## src/rtl/bvh_stream_loader_if.sv

```systemverilog
// Byte-stream link from the SD file reader into the BVH loader.
// One byte per in_valid strobe, in_last marks the final byte of the file, no backpressure.
interface bvh_stream_loader_if;
  logic       in_valid;
  logic [7:0] in_byte;
  logic       in_last;

  modport master (output in_valid, in_byte, in_last);
  modport slave  (input  in_valid, in_byte, in_last);
endinterface

```

## src/rtl/bvh_stream_loader.sv

```systemverilog
// Assembles the SD byte stream (big-endian node count, node records, leaf records) into BVH RAM writes.
// Optional BVH_LOADER_CHECKSUM_EN: final byte is a mod-256 sum check and checksum_calc is exported.
module bvh_stream_loader #(
  parameter int NODE_BYTES = 28,
  parameter int LEAF_BYTES = 5,
  parameter int NODE_DEPTH = 1024,
  parameter int LEAF_DEPTH = 1024,
  localparam int NODE_AW = $clog2(NODE_DEPTH),
  localparam int LEAF_AW = $clog2(LEAF_DEPTH),
  localparam int NODE_W  = NODE_BYTES * 8,
  localparam int LEAF_W  = LEAF_BYTES * 8
) (
  input  logic                clk,
  input  logic                resetn,
  input  logic                start,
  bvh_stream_loader_if.slave  s_in,
  output logic                node_we,
  output logic [NODE_AW-1:0]  node_waddr,
  output logic [NODE_W-1:0]   node_wdata,
  output logic                leaf_we,
  output logic [LEAF_AW-1:0]  leaf_waddr,
  output logic [LEAF_W-1:0]   leaf_wdata,
  output logic [15:0]         node_count,
  output logic [15:0]         leaf_count,
  output logic                init_done,
  output logic                error
`ifdef BVH_LOADER_CHECKSUM_EN
  ,
  output logic [7:0]          checksum_calc
`endif
);

  localparam int MAX_BYTES = (NODE_BYTES > LEAF_BYTES) ? NODE_BYTES : LEAF_BYTES;
  localparam int BCW = $clog2(MAX_BYTES);

  typedef enum logic [2:0] {
    IDLE, HDR_HI, HDR_LO, NODES, LEAVES, DONE, ERROR
  } state_t;

  state_t            state, state_next;
  logic [BCW-1:0]    byte_cnt;
  logic [NODE_W-1:0] asm_reg;
  logic [15:0]       node_total;
  logic [15:0]       hdr_n;
  logic              node_wr, leaf_wr, shift_en, rec_end, sum_en;

  assign hdr_n = {node_total[15:8], s_in.in_byte};

  always_ff @(posedge clk or negedge resetn) begin
    if (!resetn) state <= IDLE;
    else         state <= state_next;
  end

  always_comb begin
    state_next = state;
    node_wr    = 1'b0;
    leaf_wr    = 1'b0;
    shift_en   = 1'b0;
    rec_end    = 1'b0;
    sum_en     = 1'b0;
    if (start) begin
      state_next = HDR_HI;
    end else if (s_in.in_valid) begin
      unique case (state)
        HDR_HI: begin
          sum_en     = !s_in.in_last;
          state_next = s_in.in_last ? ERROR : HDR_LO;
        end
        HDR_LO: begin
          sum_en = !s_in.in_last;
          if (s_in.in_last || ({1'b0, hdr_n} > 17'(NODE_DEPTH))) state_next = ERROR;
          else if (hdr_n == 16'd0)                                 state_next = LEAVES;
          else                                                     state_next = NODES;
        end
        NODES: begin
          if (s_in.in_last) begin
            state_next = ERROR;
          end else begin
            sum_en   = 1'b1;
            shift_en = 1'b1;
            rec_end  = (byte_cnt == BCW'(NODE_BYTES - 1));
            if (rec_end) begin
              node_wr = 1'b1;
              if (node_count == node_total - 16'd1) state_next = LEAVES;
            end
          end
        end
        LEAVES: begin
`ifdef BVH_LOADER_CHECKSUM_EN
          // The in_last byte carries the checksum and is only legal between leaf records.
          if (s_in.in_last) begin
            state_next = ((byte_cnt == '0) && (s_in.in_byte == checksum_calc)) ? DONE : ERROR;
          end else begin
            sum_en   = 1'b1;
            shift_en = 1'b1;
            rec_end  = (byte_cnt == BCW'(LEAF_BYTES - 1));
            if (rec_end) begin
              if ({1'b0, leaf_count} >= 17'(LEAF_DEPTH)) state_next = ERROR;
              else                                       leaf_wr = 1'b1;
            end
          end
`else
          sum_en   = 1'b1;
          shift_en = 1'b1;
          rec_end  = (byte_cnt == BCW'(LEAF_BYTES - 1));
          if (rec_end) begin
            if ({1'b0, leaf_count} >= 17'(LEAF_DEPTH)) state_next = ERROR;
            else begin
              leaf_wr = 1'b1;
              if (s_in.in_last) state_next = DONE;
            end
          end else if (s_in.in_last) begin
            state_next = ERROR;
          end
`endif
        end
        default: ;
      endcase
    end
  end

  // init_done trails entry to DONE by one cycle so it lands after the final leaf_we.
  always_ff @(posedge clk or negedge resetn) begin
    if (!resetn) begin
      node_we    <= 1'b0;
      node_waddr <= '0;
      node_wdata <= '0;
      leaf_we    <= 1'b0;
      leaf_waddr <= '0;
      leaf_wdata <= '0;
      node_count <= '0;
      leaf_count <= '0;
      init_done  <= 1'b0;
      error      <= 1'b0;
      byte_cnt   <= '0;
      asm_reg    <= '0;
      node_total <= '0;
`ifdef BVH_LOADER_CHECKSUM_EN
      checksum_calc <= '0;
`endif
    end else begin
      node_we   <= node_wr;
      leaf_we   <= leaf_wr;
      error     <= (state_next == ERROR);
      init_done <= (state == DONE) && !start;
      if (start) begin
        node_count <= '0;
        leaf_count <= '0;
        byte_cnt   <= '0;
        asm_reg    <= '0;
        node_total <= '0;
`ifdef BVH_LOADER_CHECKSUM_EN
        checksum_calc <= '0;
`endif
      end else if (s_in.in_valid) begin
        if (state == HDR_HI) node_total[15:8] <= s_in.in_byte;
        if (state == HDR_LO) node_total[7:0]  <= s_in.in_byte;
        if (shift_en) begin
          if (rec_end) begin
            byte_cnt <= '0;
            asm_reg  <= '0;
          end else begin
            byte_cnt <= byte_cnt + BCW'(1);
            asm_reg  <= {asm_reg[NODE_W-9:0], s_in.in_byte};
          end
        end
        if (node_wr) begin
          node_waddr <= node_count[NODE_AW-1:0];
          node_wdata <= {asm_reg[NODE_W-9:0], s_in.in_byte};
          node_count <= node_count + 16'd1;
        end
        if (leaf_wr) begin
          leaf_waddr <= leaf_count[LEAF_AW-1:0];
          leaf_wdata <= {asm_reg[LEAF_W-9:0], s_in.in_byte};
          leaf_count <= leaf_count + 16'd1;
        end
`ifdef BVH_LOADER_CHECKSUM_EN
        if (sum_en) checksum_calc <= checksum_calc + s_in.in_byte;
`endif
      end
    end
  end

`ifndef BVH_LOADER_CHECKSUM_EN
  logic unused_sum_en;
  assign unused_sum_en = sum_en;
`endif

endmodule

```

## src/flat_wrapper.sv

```systemverilog
// flat-port wrapper written by rule: the top's interface ports become plain ports
module bvh_stream_loader_flat 
#(
  parameter int NODE_BYTES = 28,
  parameter int LEAF_BYTES = 5,
  parameter int NODE_DEPTH = 1024,
  parameter int LEAF_DEPTH = 1024,
  localparam int NODE_AW = $clog2(NODE_DEPTH),
  localparam int LEAF_AW = $clog2(LEAF_DEPTH),
  localparam int NODE_W  = NODE_BYTES * 8,
  localparam int LEAF_W  = LEAF_BYTES * 8
)
  (clk, resetn, start, node_we, node_waddr, node_wdata, leaf_we, leaf_waddr, leaf_wdata, node_count, leaf_count, init_done, error, s_in_in_valid, s_in_in_byte, s_in_in_last);
  bvh_stream_loader_if s_in_i ();
  input  logic clk;
  input  logic resetn;
  input  logic start;
  output logic node_we;
  output logic [NODE_AW-1:0] node_waddr;
  output logic [NODE_W-1:0] node_wdata;
  output logic leaf_we;
  output logic [LEAF_AW-1:0] leaf_waddr;
  output logic [LEAF_W-1:0] leaf_wdata;
  output logic [15:0] node_count;
  output logic [15:0] leaf_count;
  output logic init_done;
  output logic error;
  input wire logic [$bits(s_in_i.in_valid)-1:0] s_in_in_valid;
  input wire logic [$bits(s_in_i.in_byte)-1:0] s_in_in_byte;
  input wire logic [$bits(s_in_i.in_last)-1:0] s_in_in_last;
  assign s_in_i.in_valid = s_in_in_valid;
  assign s_in_i.in_byte = s_in_in_byte;
  assign s_in_i.in_last = s_in_in_last;
  bvh_stream_loader #(.NODE_BYTES(NODE_BYTES), .LEAF_BYTES(LEAF_BYTES), .NODE_DEPTH(NODE_DEPTH), .LEAF_DEPTH(LEAF_DEPTH)) u_core (.clk(clk), .resetn(resetn), .start(start), .s_in(s_in_i), .node_we(node_we), .node_waddr(node_waddr), .node_wdata(node_wdata), .leaf_we(leaf_we), .leaf_waddr(leaf_waddr), .leaf_wdata(leaf_wdata), .node_count(node_count), .leaf_count(leaf_count), .init_done(init_done), .error(error));
endmodule
```

## config.mk

```make
export PLATFORM = sky130hd
export DESIGN_NAME = bvh_stream_loader_flat
export DESIGN_NICKNAME = d
export VERILOG_FILES = /design/src/rtl/bvh_stream_loader_if.sv /design/src/rtl/bvh_stream_loader.sv /design/src/flat_wrapper.sv
export SDC_FILE = /design/constraint.sdc
export NUM_CORES = 1
export LEC_CHECK = 0
export ABC_AREA = 1
export BUFFER_PORTS_ARGS = -buffer_cell sky130_fd_sc_hd__buf_2
export CAP_MARGIN = 20
export CORE_ASPECT_RATIO = 1.25
export CORE_MARGIN = 2
export CORE_UTILIZATION = 34
export CTS_CLUSTER_DIAMETER = 60
export DETAILED_ROUTE_END_ITERATION = 8
export SLEW_MARGIN = 25
export SYNTH_ARGS = -nofsm -noshare
export SYNTH_HDL_FRONTEND = slang
export SYNTH_SLANG_ARGS = --single-unit
```

## constraint.sdc

```tcl
create_clock -name clk -period 2 [get_ports clk]
set_clock_uncertainty 0.2 [all_clocks]
set_input_delay 0 -clock clk [delete_from_list [all_inputs] [get_ports clk]]
set_output_delay 0 -clock clk [all_outputs]
set_load 0.005 [all_outputs]
```

* Word level (Yosys, flattened, before mapping)
Cells that the tools add are included.
** Word-level totals
- Input port bits :: 13
- Logic and storage cells :: 97
- Bits in registers :: 560
- Output and inout bits :: 320
** Operators by class
- Bitwise operators :: 1
- Add/subtract/negate cells :: 4
- Mux-type cells :: 49
- Reduce and logical (&&, ||, !) cells :: 17
- $lt $le $gt $ge :: 2
- Equal/unequal tests :: 9
** Operators by type and width (number)
- 2-to-1 mux 216 bit :: 4
- 2-to-1 mux 16 bit :: 8
- 2-to-1 mux 3 bit :: 12
- adder 16 x 1 -> 16 bit, second input constant :: 2
- 2-to-1 mux 5 bit :: 4
- == test 16 bit :: 1
- >= comparator 16 x 11 -> 1 bit, second input constant :: 1
- greater-than comparator 16 x 11 -> 1 bit, second input constant :: 1
- logical NOT 16 bit :: 1
- 2-to-1 mux 1 bit :: 16
- 2-to-1 mux 8 bit :: 2
- subtractor 16 x 1 -> 16 bit, second input constant :: 1
- case mux 3 bit (4 select lines) :: 1
- nonzero test 2 bit :: 6
- AND reduction 2 bit :: 5
- == test 3 bit, second input constant :: 3
- == test 3 x 2 -> 1 bit, second input constant :: 2
- AND reduction 3 bit :: 2
- adder 5 x 1 -> 5 bit, second input constant :: 1
- == test 5 x 3 -> 1 bit, second input constant :: 1
- == test 5 bit, second input constant :: 1
- case mux 1 bit (2 select lines) :: 2
- == test 3 x 1 -> 1 bit, second input constant :: 1
- logical AND 1 bit :: 1
- other kinds (3) :: 3

* Logic depth before layout (Yosys ltp)
Gate-level depths: netlist of run 1.
- Word-level depth :: 9
- Mapped depth :: 17
- Gate-level depth less buffers :: 17

* Worst setup path before layout of run 1
No wires, ideal clock.
- Path type :: register to register
- Start point :: register u_core.byte_cnt[0]
- End point :: register u_core.leaf_wdata[19]
- Arrival time :: 1699 ps
- Setup slack :: -21 ps
- Clock period less this slack :: 2021 ps
- Data required time :: 1678 ps
- Setup time :: 122 ps
- Stages on the path, launching flop included :: 14
- Path buffers :: 2
- Cells stage by stage :: dfrtp_1 -> inv_1 -> ha_1 -> nand3_1 -> nor2_2 -> inv_2 -> nor2_1 -> nand2_1 -> nor2_4 -> inv_2 -> buf_6 -> buf_6 -> nand2_1 -> o21ai_1
** Between the ends
- Word-level cells in the longest chain between the ends :: 6
** Ends and longest elaborated chain
- start, declared :: RTL line bvh_stream_loader.sv:41 : logic [BCW-1:0] byte_cnt;
- start signal, assigned :: RTL line bvh_stream_loader.sv:163 : byte_cnt <= byte_cnt + BCW'(1);
- == test 5 x 3 -> 1 bit :: RTL line bvh_stream_loader.sv:105 : rec_end = (byte_cnt == BCW'(LEAF_BYTES - 1));
- 2-to-1 mux 1 bit :: RTL line bvh_stream_loader.sv:106 : if (rec_end) begin
- 2-to-1 mux 1 bit :: RTL line bvh_stream_loader.sv:64 : unique case (state)
- 2-to-1 mux 1 bit :: RTL line bvh_stream_loader.sv:63 : end else if (s_in.in_valid) begin
- 2-to-1 mux 1 bit :: RTL line bvh_stream_loader.sv:61 : if (start) begin
- via u_core.leaf_wr :: RTL line bvh_stream_loader.sv:45 : logic node_wr, leaf_wr, shift_en, rec_end, sum_en;
- AND reduction 3 bit (no source line)
- end signal, assigned :: RTL line bvh_stream_loader.sv:174 : leaf_wdata <= {asm_reg[LEAF_W-9:0], s_in.in_byte};
- end, declared :: RTL line bvh_stream_loader.sv:22 : output logic [LEAF_W-1:0] leaf_wdata,
The timed path passes the listed nets, and every way through them passes these cells.
A chain may end at the register's enable or synchronous reset.

* Worst setup path in the final report of run 1
- Start point :: register u_core.byte_cnt[0]
- End point :: register u_core.node_wdata[100]
** Between the ends
- Word-level cells in the longest chain between the ends :: 7
** Ends and longest elaborated chain
- == test 5 bit :: RTL line bvh_stream_loader.sv:81 : rec_end = (byte_cnt == BCW'(NODE_BYTES - 1));
- 2-to-1 mux 1 bit :: RTL line bvh_stream_loader.sv:82 : if (rec_end) begin
- 2-to-1 mux 1 bit :: RTL line bvh_stream_loader.sv:76 : if (s_in.in_last) begin
- 2-to-1 mux 1 bit :: RTL line bvh_stream_loader.sv:64
- 2-to-1 mux 1 bit :: RTL line bvh_stream_loader.sv:63
- 2-to-1 mux 1 bit :: RTL line bvh_stream_loader.sv:61
- AND reduction 3 bit (no source line)
- end signal, assigned :: RTL line bvh_stream_loader.sv:169 : node_wdata <= {asm_reg[NODE_W-9:0], s_in.in_byte};
- end, declared :: RTL line bvh_stream_loader.sv:19 : output logic [NODE_W-1:0] node_wdata,
Every way passes these cells.

==> results.rst, run 1 <==
.. list-table::
   :header-rows: 1

   * - Metric
     - Value
   * - Iteration count of the initial detailed-routing pass
     - 6
   * - Total number of placement rows
     - 103
   * - Ordered cell list for the critical path
     - buf_6 -> ha_4 -> nand2_4 -> nor2_4 -> nand3_4 -> nor2_4 -> buf_12 -> buf_8 -> inv_8 -> clkbuf_16 -> nand2_2 -> o21ai_1
   * - Total track usage
     - between 10% and 20%
   * - R2R depth
     - 12
   * - CTS max path bufs
     - 3
   * - Area overhead of the layout relative to synthesis
     - 48.1%
   * - Leakage
     - 14.8 nW
   * - Maximum number of pins on one net before global-route repair
     - 74
   * - Tightest slew margin relative to the limit
     - 69.2%
   * - Routability Congestion
     - 0.871
   * - Die boundary height
     - roughly 290 um
   * - Filler instances
     - between 5000 and 6000
   * - Post-route cell area
     - 0.0319 mm2
   * - Average routed wire per standard cell
     - 19.8 um
   * - Failing checks
     - negative setup slack
   * - Mean instance size in the synthesized netlist
     - 10.1 um2
   * - Clock tree root buffer cell
     - clkbuf_16
   * - Startpoint Class
     - register
   * - Total wire length after detailed routing
     - ~71000 um
   * - Total Negative Setup Slacks
     - -63.09 ns
   * - Max FO, Critical Path
     - 8
   * - Fraction of final layout cells with drive strength greater than 1
     - ~40%
   * - Min-delay src
     - start
   * - Post-layout min period
     - 2.23 ns
   * - Net count of the mapped netlist
     - 2165
   * - Post-synthesis instance area
     - between 0.02 and 0.025 mm2
   * - CP endpoint kind
     - register
   * - Latest clock arrival within the worst-skew pair
     - 0.61 ns
   * - Fin. Hold Viols
     - 0
   * - Hold WC Path Type
     - in2reg
   * - Number of DRC violations after detailed routing
     - 0
   * - Most frequent cells in the layout
     - 559 x dfrtp_1, 353 x nand2_1, 331 x buf_2
   * - Number of warnings issued by yosys
     - 0
   * - Die Width
     - 229 um
   * - Count of input and output buffers
     - 332
   * - Placement Cell Area
     - ~0.025 mm2
   * - Slowest CP cell
     - dfrtp_1
   * - Number of distinct library cells after synthesis
     - 43
   * - Multiplexer share of the synthesized area
     - 0.418%
   * - RR Startpoint
     - u_core.byte_cnt[0]
   * - Type of the worst setup path
     - reg2reg
   * - Via count of the first global-routing pass
     - 17155
   * - TritonCTS buffer count
     - 56
   * - Number of maximum-capacitance constraint violations
     - 0
   * - Clock Sinks
     - 560
   * - DR vias/cell
     - 5.03
   * - PnR worst setup slack
     - -0.231 ns
   * - Stage delay of the slowest cell on the critical path
     - 0.39 ns
   * - Area fraction in compound gates after synthesis
     - 14.6%
   * - CTS H-tree lvls
     - 2
   * - Worst reg-to-reg setup slack
     - -0.23 ns
   * - Global-route wire length before repair
     - roughly 94000 um
   * - Top-Level Pins
     - 333
   * - Final ANT Viol Nets
     - 0
   * - Antenna diode count
     - 0
   * - Grt ovf
     - 0
   * - Hold depth
     - 3
   * - Worst reg2reg endpoint
     - u_core.node_wdata[100]
   * - Ratio of final minimum period to clock period
     - 112%
   * - Number of flip-flops under the largest register name
     - between 200 and 250
   * - Worst hold endpoint
     - u_core.node_count[3]
   * - Post-layout net count
     - 2736
   * - Initial Utilization
     - 34.2%
   * - Clock edge transition at the registers on the reported setup and hold paths
     - 0.07 ns
   * - Most frequent standard cell in the layout excluding fill and tap cells
     - dfrtp_1
   * - Post-Place Worst Slack
     - -0.256 ns
   * - Final Setup Violations
     - roughly 530
   * - Required time at the endpoint of the critical path
     - 2.29 ns
   * - Initial antenna violation count
     - 0
   * - Setup repair after global routing missed its margin
     - yes
   * - Instance count of the mapped netlist
     - 2146
   * - Placeable core region
     - 0.0630 mm2
   * - Largest family of logic cells by synthesized area
     - compound AO/OA/AOI/OAI gates
   * - Total power per unit cell area
     - slightly below 800 mW/mm2
   * - Count of state elements after synthesis
     - 560
   * - Count of vias placed by the detailed router
     - ~18000
   * - Initial DRC count
     - roughly 1100
   * - Xor/xnor cell area share of the yosys netlist
     - 0.690%
   * - Die area
     - 0.0655 mm2
   * - Critical path data arrival time
     - 2.52 ns
   * - Final number of max-transition violations
     - 0
   * - Max Freq
     - 448 MHz
   * - Sequential area share after synthesis
     - about two thirds
   * - IR drop worst, VDD
     - 0.615 mV
   * - Post-synthesis adder-cell area fraction
     - 0.348%
   * - Simple-Gate Fraction of Synth Area
     - 11.1%
   * - Worst slew pin tran
     - 0.460 ns
   * - Sum of net half-perimeters after detailed placement
     - between 40000 and 50000 um
   * - Status
     - finished, violations left
   * - Most numerous cell on the critical path
     - nor2_4
   * - TritonCTS clock tree
     - built
## metal layers
metal	wire (um)	global-route usage [%]	up-vias
met5	0	0	-
met4	2260	5.84	0
met3	3830	3.46	135
met2	36300	30.6	609
met1	29000	22.4	9151
li1	-	-	8246
## layout make-up
type	instances	area, um2	share of cell area [%]
tap	840	1050	3.29
sequential	560	14000	43.9
inverter	296	1140	3.58
multi-input combinational	1177	8250	25.8
timing repair inverter	7	109	0.341
clock buffer	70	1540	4.83
timing repair buffer	619	5430	17.0
clock inverter	34	404	1.27
## power by group
group | switching (mW) | total (mW) | internal (mW)
Clock | 4.71 | 11.0 | 6.32
Combinational | 1.26 | 2.10 | 0.839
Sequential | 0.0870 | 11.5 | 11.4
Total | 6.06 | 24.6 | 18.6
## worst max-delay path by stage
stage / start / endpoint / slack [ns]
after global routing: u_core.node_total[1] / u_core.error / -0.34
after global placement: u_core.byte_cnt[0] / u_core.leaf_count[8] / -0.21
after detailed placement: u_core.byte_cnt[0] / u_core.leaf_count[9] / -0.26
final: u_core.byte_cnt[0] / u_core.node_wdata[100] / -0.23
after floorplan: u_core.byte_cnt[0] / u_core.leaf_wdata[19] / 0.004
after CTS: u_core.byte_cnt[0] / u_core.leaf_count[9] / -0.15
## stage by stage
step,util (%),power (mW),cells,hold WS (ns)
floorplan,-,12.4,2146,-0.496
finish,50.7,24.6,3603,0.138
CTS,44.1,24.2,3505,-0.392
global route,50.7,25.4,3603,0.124
detailed placement,40.2,13.2,3374,-0.228
global placement,40.2,13.1,3374,-0.230
## Yosys cell counts, drive strengths merged
| cell type | count | area, um2 |
|---|---|---|
| buf | 100 | 519 |
| clkbuf | 20 | 78.8 |
| nor2 | 80 | 369 |
| nor4 | 3 | 25.0 |
| a22o | 1 | 8.76 |
| nand3 | 35 | 185 |
| a21oi | 26 | 134 |
| dfrtp | 560 | 14000 |
| o32ai | 1 | 8.76 |
| nand3b | 5 | 37.5 |
| and2 | 1 | 6.26 |
| nor3 | 17 | 106 |
| xnor2 | 9 | 78.8 |
| o22ai | 221 | 1380 |
| xor2 | 8 | 70.1 |
| ha | 6 | 75.1 |
| a211oi | 3 | 22.5 |
| inv | 295 | 1110 |
| a31oi | 2 | 12.5 |
| or2 | 2 | 12.5 |
| a21boi | 1 | 7.51 |
| o21a | 2 | 15.0 |
| nand2 | 421 | 1590 |
| clkinv | 1 | 3.75 |
| nand4 | 9 | 56.3 |
| o21ai | 307 | 1540 |
| mux2 | 8 | 90.1 |
| o211ai | 2 | 15.0 |
## cells by family (layout without fill, tap and decap cells)
group                      after synthesis  after routing
muxes                                    8              8
and+or+nand+nor                        573            580
buffers and inverters                  416           1026
AOI/OAI and AO/OA                      566            566
xor gates and xnor gates                17             17
DFF                                    560            560
adders and majority gates                6              6
## worst max-delay path: cells and delay by family, from the launching register on
family | cells | cell delay [ns]
fa+ha+maj | 1 | 0.14
flops | 1 | 0.39
buf+inv | 5 | 0.74
simple gates | 5 | 0.53
compound gates | 1 | 0.06
## what timing repair did
item	in CTS	in global routing
setup buffers	11	32
hold endpoints to repair	696	36
pin swaps	24	31
resized for setup	61	506
hold buffers	14	1
gates cloned	2	67
setup endpoints to repair	530	533
No activity file was read; power rests on OpenSTA's default activity.
==> inputs of run 2 (changes only) <==
Settings changed: BUFFER_PORTS_ARGS -buffer_cell sky130_fd_sc_hd__buf_2 to -buffer_cell sky130_fd_sc_hd__clkbuf_2, CELL_PAD_IN_SITES_DETAIL_PLACEMENT set to 1, CELL_PAD_IN_SITES_GLOBAL_PLACEMENT set to 1, PLACE_DENSITY_LB_ADDON set to 0.1, RECOVER_POWER set to 50.
==> run 2 against run 1 <==
Net effect: the flow still finishes with violations (negative setup slack); setup slack lost 0.096 ns; sequential cell count is the same; via count shrank 2.1%; core utilization shrank 1.8 points; clock power grew 6%; combinational power shrank 5%; count of clock-buffer cells in the layout grew 18; register-to-register slack lost 0.096 ns; maximum frequency shrank 4.1%; hold slack lost 0.0033 ns; critical path type unchanged; largest cell class unchanged; largest power group is now clock.
==> results.rst, run 2 (same netlist as run 1, synthesis figures left out) <==
.. list-table::
   :header-rows: 1

   * - Metric
     - Value
   * - Startpoint Class
     - register (unchanged)
   * - Pwr Total
     - 25.2 mW (was 24.6 mW)
   * - Iteration count of the initial detailed-routing pass
     - 4 (was 6)
   * - Final ANT Viol Nets
     - 0 (unchanged)
   * - Initial Utilization
     - 34.2% (unchanged)
   * - Most frequent standard cell in the layout excluding fill and tap cells
     - dfrtp_1 (unchanged)
   * - Final Setup Violations
     - 612 (was 531)
   * - Hold depth
     - 5 (was 3)
   * - Type of the worst setup path
     - reg2reg (unchanged)
   * - Worst reg2reg endpoint
     - u_core.byte_cnt[4] (was u_core.node_wdata[100])
   * - TritonCTS clock tree
     - built (unchanged)
   * - Die Width
     - 229 um (unchanged)
   * - Post-route cell area
     - 0.0308 mm2 (was 0.0319 mm2)
   * - Via count of the first global-routing pass
     - 18735 (was 17155)
   * - Leakage
     - 14.2 nW (was 14.8 nW)
   * - Latest clock arrival within the worst-skew pair
     - 0.64 ns (was 0.61 ns)
   * - Max layer used
     - met4 (unchanged)
   * - Max Freq
     - 430 MHz (was 448 MHz)
   * - CP endpoint kind
     - register (unchanged)
   * - Die boundary height
     - 286 um (unchanged)
   * - IR drop worst, VDD
     - 0.764 mV (was 0.615 mV)
   * - Critical path data arrival time
     - 2.65 ns (was 2.52 ns)
   * - Area overhead of the layout relative to synthesis
     - 42.8% (was 48.1%)
   * - Post-Place Worst Slack
     - -0.304 ns (was -0.256 ns)
   * - Clock Sinks
     - 560 (unchanged)
   * - Worst slew pin tran
     - 0.780 ns (was 0.460 ns)
   * - Worst reg-to-reg setup slack
     - -0.33 ns (was -0.23 ns)
   * - Total power per unit cell area
     - 817 mW/mm2 (was 770 mW/mm2)
   * - CTS max path bufs
     - 3 (unchanged)
   * - CTS H-tree lvls
     - 2 (unchanged)
   * - Most frequent cells in the layout
     - 553 x dfrtp_1, 365 x nand2_1, 332 x clkbuf_2 (was 559 x dfrtp_1, 353 x nand2_1, 331 x buf_2)
   * - Total number of placement rows
     - 103 (unchanged)
   * - Hold WC Path Type
     - in2reg (unchanged)
   * - Worst hold endpoint
     - u_core.leaf_wdata[1] (was u_core.node_count[3])
   * - Number of DRC violations after detailed routing
     - 0 (unchanged)
   * - DR vias/cell
     - 4.98 (was 5.03)
   * - Global-route wire length before repair
     - 111000 um (was 93900 um)
   * - Sum of net half-perimeters after detailed placement
     - 46800 um (was 41600 um)
   * - Total wire length after detailed routing
     - 76700 um (was 71500 um)
   * - Initial antenna violation count
     - 0 (unchanged)
   * - Post-layout net count
     - 2700 (was 2736)
   * - Fraction of final layout cells with drive strength greater than 1
     - 36.3% (was 40.9%)
   * - Critical Path Start
     - u_core.byte_cnt[1] (was u_core.byte_cnt[0])
   * - Total track usage
     - 21.4% (was 17.7%)
   * - Placeable core region
     - 0.0630 mm2 (unchanged)
   * - Failing checks
     - negative setup slack (unchanged)
   * - Count of input and output buffers
     - 332 (unchanged)
   * - Setup repair after global routing missed its margin
     - yes (unchanged)
   * - Total routed wire length on the met1 layer
     - 31700 um (was 29000 um)
   * - Min-delay src
     - s_in_in_byte[1] (was start)
   * - Average routed wire per standard cell
     - 21.5 um (was 19.8 um)
   * - Count of vias placed by the detailed router
     - 17763 (was 18141)
   * - Maximum number of pins on one net before global-route repair
     - 64 (was 74)
   * - R2R depth
     - 12 (unchanged)
   * - Routability Congestion
     - 0.849 (was 0.871)
   * - Status
     - finished, violations left (unchanged)
   * - Number of maximum-capacitance constraint violations
     - 0 (unchanged)
   * - Grt ovf
     - 0 (unchanged)
   * - Post-Route Hold Slack
     - 0.135 ns (was 0.138 ns)
   * - Clock edge transition at the registers on the reported setup and hold paths
     - 0.06 ns (was 0.07 ns)
   * - Final number of max-transition violations
     - 0 (unchanged)
   * - Stage delay of the slowest cell on the critical path
     - 0.41 ns (was 0.39 ns)
   * - Tightest slew margin relative to the limit
     - 48.0% (was 69.2%)
   * - Top-Level Pins
     - 333 (unchanged)
   * - Met2 wirelength from detailed routing
     - 39800 um (was 36300 um)
   * - Max FO, Critical Path
     - 4 (was 8)
   * - RR Startpoint
     - u_core.byte_cnt[1] (was u_core.byte_cnt[0])
   * - Buf+Inv Stages, Crit Path
     - 4 (was 5)
   * - Ratio of final minimum period to clock period
     - 116% (was 112%)
   * - PnR worst setup slack
     - -0.327 ns (was -0.231 ns)
   * - Delay-heaviest family, CP
     - buffers and inverters (unchanged)
   * - Number of flip-flops under the largest register name
     - 224 (unchanged)
   * - Routed met3 length
     - 3290 um (was 3830 um)
   * - Fin. Hold Viols
     - 0 (unchanged)
   * - Ordered cell list for the critical path
     - buf_4 -> ha_4 -> nand2_2 -> nor2_4 -> buf_4 -> a21oi_4 -> buf_12 -> buf_4 -> nor2_1 -> nand2_1 -> nand3_1 -> a31oi_1 (was buf_6 -> ha_4 -> nand2_4 -> nor2_4 -> nand3_4 -> nor2_4 -> buf_12 -> buf_8 -> inv_8 -> clkbuf_16 -> nand2_2 -> o21ai_1)
   * - Antenna diode count
     - 0 (unchanged)
   * - Required time at the endpoint of the critical path
     - 2.33 ns (was 2.29 ns)
   * - Die area
     - 0.0655 mm2 (unchanged)
   * - Final Util
     - 48.9% (was 50.7%)
   * - Most numerous cell on the critical path
     - buf_4 (was nor2_4)
   * - Clock tree root buffer cell
     - clkbuf_16 (unchanged)
   * - TritonCTS buffer count
     - 59 (was 56)
   * - Initial DRC count
     - 973 (was 1076)
   * - Placement Cell Area
     - 0.0254 mm2 (was 0.0253 mm2)
   * - Post-layout min period
     - 2.33 ns (was 2.23 ns)
   * - Slowest CP cell
     - dfrtp_1 (unchanged)
   * - Worst path depth
     - 12 (unchanged)
==> run 2: metrics by stage <==
step | TNS [ns] | std cells
2_1_floorplan | 0 | 2146
3_3_place_gp | -59.16 | 3367
3_5_place_dp | -88.19 | 3367
4_1_cts | -14.65 | 3522
5_1_grt | -104.50 | 3570
6_report | -61.55 | 3570
==> run 2: metal layers <==
layer | global-route usage [%] | vias up
met2 | 37.9 | 372
met4 | 5.71 | 0
met1 | 26.7 | 9136
li1 | - | 8159
met3 | 4.01 | 96
met5 | 0 | -
==> run 2: area by class of cell <==
| type | instances | area (um2) |
|---|---|---|
| Fill cell | 6845 | 32200 |
| Sequential cell | 560 | 14000 |
| Multi-Input combinational cell | 1174 | 7570 |
| Timing Repair Buffer | 588 | 4880 |
| Clock buffer | 88 | 1780 |
| Inverter | 296 | 1160 |
| Tap cell | 840 | 1050 |
| Clock inverter | 22 | 308 |
| Timing Repair inverter | 2 | 28.8 |
==> run 2: worst min-delay path, stage by stage <==
cell,delay (ns)
dlygate4sd3_1,0.53
clkbuf_2,0.10
inv_1,0.07
buf_4,0.16
o21ai_2,0.05
==> run 2: worst max path at each step <==
stage / to / slack (ns)
finish: u_core.byte_cnt[4] / -0.33
global route: u_core.byte_cnt[4] / -0.39
CTS: u_core.leaf_count[9] / -0.20
detailed placement: u_core.leaf_wdata[15] / -0.30
global placement: u_core.leaf_count[9] / -0.27
floorplan: u_core.leaf_wdata[19] / 0.004
==> run 2: repair_timing <==
item	4_1_cts	5_1_grt
hold buffers	14	0
hold endpoints to repair	647	0
gates resized for setup	146	273
pin swaps	26	23
endpoints found under the setup margin	537	536
buffers inserted	17	21
gates cloned	16	32
==> run 2: where the power goes <==
part	switching (mW)	leakage, nW	internal (mW)	total (mW)
sequential	0.0924	7.79	11.4	11.5
clock	4.77	1.03	6.92	11.7
combinational	1.23	5.36	0.764	2.00
